$ cat src/rtl/namuru_dump_collector.sv
// N-channel correlator dump collector: shadow bank, new-data/overrun flags, irq, 1-cycle read port.
// Optional per-channel dump timestamps when NAMURU_DUMP_TIMESTAMP_EN is defined.
module namuru_dump_collector #(
  parameter int NUM_CHANNELS = 4,
  parameter int ACC_WIDTH    = 16
) (
  input  logic                                clk,
  input  logic                                rstn,
  input  logic                                accum_int,
  input  logic [NUM_CHANNELS-1:0]             ch_dump,
  input  logic [NUM_CHANNELS*6*ACC_WIDTH-1:0] ch_acc,
`ifdef NAMURU_DUMP_TIMESTAMP_EN
  input  logic [23:0]                         accum_count,
`endif
  input  logic                                rd_en,
  input  logic [7:0]                          rd_addr,
  output logic [31:0]                         rd_data,
  output logic                                rd_valid,
  input  logic                                clr_we,
  input  logic [NUM_CHANNELS-1:0]             clr_data,
  output logic [NUM_CHANNELS-1:0]             new_data,
  output logic [NUM_CHANNELS-1:0]             overrun,
  output logic                                irq
);

  logic [ACC_WIDTH-1:0]    shadow_q [NUM_CHANNELS][6];
  logic [ACC_WIDTH-1:0]    shadow_d [NUM_CHANNELS][6];
  logic [NUM_CHANNELS-1:0] new_data_q, new_data_d;
  logic [NUM_CHANNELS-1:0] overrun_q, overrun_d;
  logic                    irq_q, irq_d;
  logic [31:0]             rd_data_q, rd_data_d;
  logic                    rd_valid_q, rd_valid_d;
  logic [31:0]             rd_word;
  logic                    clr_k;
`ifdef NAMURU_DUMP_TIMESTAMP_EN
  logic [23:0]             ts_q [NUM_CHANNELS];
  logic [23:0]             ts_d [NUM_CHANNELS];
`endif

  always_comb begin
    shadow_d   = shadow_q;
    new_data_d = new_data_q;
    overrun_d  = overrun_q;
    clr_k      = 1'b0;
`ifdef NAMURU_DUMP_TIMESTAMP_EN
    ts_d       = ts_q;
`endif
    for (int unsigned k = 0; k < NUM_CHANNELS; k++) begin
      clr_k = clr_we & clr_data[k];
      // A dump racing a clear keeps the overrun bit as it was and re-arms new_data.
      if (ch_dump[k]) begin
        for (int unsigned j = 0; j < 6; j++)
          shadow_d[k][j] = ch_acc[(k*6+j)*ACC_WIDTH +: ACC_WIDTH];
`ifdef NAMURU_DUMP_TIMESTAMP_EN
        ts_d[k] = accum_count;
`endif
        new_data_d[k] = 1'b1;
        overrun_d[k]  = overrun_q[k] | (new_data_q[k] & ~clr_k);
      end else if (clr_k) begin
        new_data_d[k] = 1'b0;
        overrun_d[k]  = 1'b0;
      end
    end
    irq_d = (accum_int & (|new_data_q)) | (irq_q & ~clr_we);
  end

  always_comb begin
    rd_word = '0;
    if (rd_addr == 8'h00) begin
      rd_word[NUM_CHANNELS-1:0]     = new_data_q;
      rd_word[16 +: NUM_CHANNELS]   = overrun_q;
    end
    for (int unsigned k = 0; k < NUM_CHANNELS; k++) begin
      for (int unsigned j = 0; j < 6; j++)
        if (rd_addr == 8'(1 + 6*k + j))
          rd_word = 32'($signed(shadow_q[k][j]));
`ifdef NAMURU_DUMP_TIMESTAMP_EN
      if (rd_addr == 8'(8'h80 + k))
        rd_word = 32'(ts_q[k]);
`endif
    end
    rd_valid_d = rd_en;
    rd_data_d  = rd_en ? rd_word : '0;
  end

  always_ff @(posedge clk) begin
    if (!rstn) begin
      for (int unsigned k = 0; k < NUM_CHANNELS; k++) begin
        for (int unsigned j = 0; j < 6; j++)
          shadow_q[k][j] <= '0;
`ifdef NAMURU_DUMP_TIMESTAMP_EN
        ts_q[k] <= '0;
`endif
      end
      new_data_q <= '0;
      overrun_q  <= '0;
      irq_q      <= 1'b0;
      rd_data_q  <= '0;
      rd_valid_q <= 1'b0;
    end else begin
      shadow_q   <= shadow_d;
`ifdef NAMURU_DUMP_TIMESTAMP_EN
      ts_q       <= ts_d;
`endif
      new_data_q <= new_data_d;
      overrun_q  <= overrun_d;
      irq_q      <= irq_d;
      rd_data_q  <= rd_data_d;
      rd_valid_q <= rd_valid_d;
    end
  end

  assign new_data = new_data_q;
  assign overrun  = overrun_q;
  assign irq      = irq_q;
  assign rd_data  = rd_data_q;
  assign rd_valid = rd_valid_q;

endmodule

$ cat config.mk
export PLATFORM = sky130hd
export DESIGN_NAME = namuru_dump_collector
export DESIGN_NICKNAME = d
export VERILOG_FILES = /design/src/rtl/namuru_dump_collector.sv
export SDC_FILE = /design/constraint.sdc
export NUM_CORES = 1
export LEC_CHECK = 0
export CAP_MARGIN = 20
export CORE_ASPECT_RATIO = 0.7
export CORE_MARGIN = 5
export CORE_UTILIZATION = 45
export DETAILED_ROUTE_END_ITERATION = 16
export PLACE_DENSITY = 0.78
export SETUP_SLACK_MARGIN = 0.3
export SYNTH_ARGS = -nofsm -noshare
export SYNTH_HDL_FRONTEND = slang
export SYNTH_SLANG_ARGS = --single-unit
$ cat constraint.sdc
create_clock -name clk -period 2.28 [get_ports clk]
set_clock_uncertainty 0.05 [all_clocks]
set_input_delay 0.456 -clock clk [delete_from_list [all_inputs] [get_ports clk]]
set_output_delay 0.456 -clock clk [all_outputs]
set_load 0.03 [all_outputs]
==> summary.md <==
| Metric | Value |
|---|---|
| Half-perimeter wire length after detailed placement | 58200 um |
| Worst reg2reg setup slack | 0.29 ns |
| Internal Pwr Total | 0.0133 W |
| Startpoint of the worst hold path | ch_dump[1] |
| Layout-stage area growth over the synthesis result | 40.3% |
| Leakage power | 11.2 nW |
| Worst hold path stage count | 3 |
| Worst slew slack as a fraction of its limit | 0.460 |
| Hold_buf cts | 0 |
| Area fraction in compound gates after synthesis | 0.102 |
| Via-per-instance ratio | ~5.6 |
| Total number of H-tree levels | 2 |
| Endpoint kind of the worst setup timing path | flop |
| Post-synth top area share | 0.431 |
| Std-Cell Core Area | 42300 sq um |
| Setup Total Neg Slack | 0 ns |
| Maximum ir drop on the vdd rail | 0.463 mV |
| Required time at the endpoint of the critical path | 2.65 ns |
| Combinational family with the most area after synthesis | multiplexers |
| Clock transition at the registers of the reported paths | 0.07 ns |
| Antenna-violating nets left | 0 |
| Worst Max-Slew Pin Slew | 0.810 ns |
| Worst hold path endpoint | shadow_q[253] |
| Detailed Routing Iterations Pass 1 | 5 |
| Worst-case reg-to-reg path depth | 6 |
| Adder-Cell Fraction of Synth Area | 0 |
| Leading register cell type out of synthesis | dfxtp_1 |
| Count of different cell masters after synthesis | 69 |
| Post-layout nets | 2840 |
| Net Count, Synth | 2330 |
| Deepest clock path buffer count | 3 |
| Initial cell density of the core | 0.455 |
| Switching pwr | approximately 0.0045 W |
| Post-synthesis instance area | 19200 sq um |
| Full die area | between 40000 and 50000 sq um |
| CP arrival | 2.36 ns |
| Global-route usage over all layers | 0.303 |
| Mean cell area of the mapped netlist | 9.99 sq um |
| Final Hold Vio Count | 0 |
| Worst min-delay path category | primary input to flop |
| Vias in the first global route | about 17000 |
| Maximum clock rate | 0.502 GHz |
| Final setup violation count | 0 |
| Synth Instances | 1925 |
| Sequential cell fraction of total power | 0.447 |
| Multiplexer share of the synthesized area | 0.246 |
| Clock Sink Count | 414 |
| Reg-to-reg endpoint | rd_data[5] |
| Average routed wire per standard cell | 25.0 um |
| IO buf count | 446 |
| Final clock period utilization by the worst path | 0.874 |
| Drt total wl | between 70000 and 80000 um |
| Power consumption | ~0.018 W |
| Clock period minus final worst setup slack | 1.99 ns |
| CTS tree | built |
| Run status | finished, final reports clean |
| Fraction of power consumed by the clock network | 0.396 |
| Number of antenna violations at the first check in global routing | 10 |
| Share of final-layout standard cells stronger than drive strength 1 | 0.156 |
| Horizontal die dimension | 257 um |
| Share of synthesized cell area in and, or, nand and nor gates | 0.181 |
| Warnings from Yosys | 0 |
| CTS buffer count | 42 |
| Die boundary height | 183 um |
| DP Worst Slack | -0.691 ns |
| Top cells by area in the synthesized netlist | dfxtp_1 (43%), mux2i_1 (22%), nor2b_1 (13%), clkbuf_1 (1.8%), mux4_2 (1.8%) |
| Post-synthesis sequential area ratio | 0.431 |
| Post-synthesis cell type with the largest combined area | dfxtp_1 |
| DRC marker count from the first detailed-route iteration | 1577 |
| Fraction of power consumed by combinational cells | 0.157 |
| XOR/XNOR Fraction of Synth Area | 0 |
| Nature of the critical path startpoint | flop |
| PwrDens | around 660 nW/um^2 |
| Final Worst Setup Slack | 0.288 ns |
| Beginning of the worst register-to-register path | shadow_q[133] |
| First-pass GRT wire length | about 110000 um |
| Setup repair after global routing missed its margin | yes |
| Drc violations | 0 |
| Maxcap violations | 0 |
| Via count | approximately 17000 |
| Final Max Slew Viols | 0 |
| Maximum number of pins on one net before global-route repair | 200 |
| Type of the worst setup path | flop to flop |
| Fraction of registers with async set or reset after synthesis | 0 |
| Master cell of the clock root buffer | clkbuf_16 |
| Final Non-Filler Cells | 3018 |
| Top-level port count | 447 |
| Flip-flop and latch count after synthesis | 414 |
| Critical Path Fanout Max | 2 |
| Number of placement rows | 63 |
| Number of instances in the placed design | 2938 |
| Worst-Skew Late Latency | 0.56 ns |
| Routability Congestion | 0.983 |
| Number of enable-type register cells in the synthesized netlist | 0 |
| Aggregate global routing overflow | 0 |
| Switching share of power | 0.254 |
power groups by stage:
stage | clock, W | sequential [W] | combinational, W
after global placement | 0 | 0.00810 | 0.00270
after global routing | 0.00745 | 0.00800 | 0.00296
after detailed placement | 0 | 0.00811 | 0.00273
after CTS | 0.00711 | 0.00796 | 0.00276
final | 0.00706 | 0.00798 | 0.00280
after floorplan | 0 | 0.00801 | 0.00134
through the flow:
step,util,instance area (sq um),hold WS (ns)
5_1_grt,0.638,27000,0.323
3_3_place_gp,0.600,25300,0.420
3_5_place_dp,0.600,25300,0.449
2_1_floorplan,-,19400,0.374
6_report,0.638,27000,0.325
4_1_cts,0.636,26900,0.309
worst max-delay path: stages, from the launching register on:
cell and delay, ns:
dfxtp_1 0.32, mux2_2 0.27, o21ai_0 0.56, o221ai_1 0.26
nor3_1 0.19, buf_4 0.13, o22ai_1 0.07
logic make-up (layout without fill, tap and decap cells):
logic type / Yosys count / count (layout)
other cells: 0 / 4
flops: 414 / 414
compound gates: 282 / 282
simple gates: 601 / 602
mux: 451 / 451
buf+inv: 177 / 713
per-layer routing:
metal	vias to the layer above	wire length, um	track usage
li1	7832	-	-
met1	8172	34200	0.429
met2	680	33600	0.472
met3	105	5930	0.0706
met4	8	1790	0.0785
met5	-	52	0
placed cells by master (no fill, tap or decap), types with 13 or more instances in the layout:
master and count:
nand3_1 36, mux4_2 15, nor2_1 47, clkbuf_16 45
dfxtp_1 411, dlygate4sd2_1 32, a31oi_1 17, o21ai_0 47
mux2_2 19, o22ai_1 24, buf_4 168, a22oi_1 15
a32oi_1 13, nor2b_1 386, mux2i_1 417, clkdlybuf4s50_1 391
buf_12 20, nand2_1 47, a21oi_1 42
registers in the layout (all words and copies together), names as in the netlist:
signal,count
shadow_q,384
rd_data,20
irq,1
new_data,4
rd_valid,1
overrun,4
what timing repair did:
| item | in CTS | in global routing |
|---|---|---|
| gates cloned | 2 | 0 |
| setup buffers | 3 | 0 |
| hold endpoints to repair | 0 | 0 |
| pin swaps | 14 | 6 |
| endpoints found under the setup margin | 62 | 21 |
| gates resized for setup | 117 | 24 |
synth_stat cells (all sizes together), types with 3 or more instances:
library cell	n
mux2i	417
dfxtp	414
nor2b	389
clkbuf	93
buf	77
nor2	57
o21ai	52
a21oi	50
nand2	49
nand3	36
o22ai	27
mux2	19
a22oi	17
a31oi	17
nor3	17
mux4	15
a32oi	13
nand2b	12
o221ai	11
o221a	10
a211oi	8
a22o	8
a21boi	7
and2	7
and3	7
inv	7
o31ai	7
or2	7
a2111oi	6
nand4	6
a2bb2oi	5
o22a	5
a221o	4
a32o	4
nor4	4
o21a	4
a221oi	3
o211ai	3
o2bb2ai	3
o32ai	3
o41ai	3
cell type report:
cell class / instances / area (sq um)
fill: 3422 / 15300
sequential: 414 / 8290
antenna: 4 / 10.0
tap: 552 / 691
clock inverter: 10 / 110
inverter: 7 / 26.3
multi-input combinational: 1335 / 10500
clock buffer: 61 / 1280
timing repair buffer: 635 / 6090
how the worst max path moves through the flow:
stage / from / to / slack (ns) / depth (start not counted)
floorplan: rd_addr[7] / rd_data[16] / 0.06 / 8
global placement: rd_addr[7] / rd_data[16] / -0.56 / 7
detailed placement: rd_addr[5] / rd_data[4] / -0.69 / 11
CTS: rd_addr[7] / rd_data[18] / 0.31 / 8
global route: rd_addr[5] / rd_data[14] / 0.26 / 7
finish: shadow_q[133] / rd_data[5] / 0.29 / 6
Power figures use the tool's default switching activity.
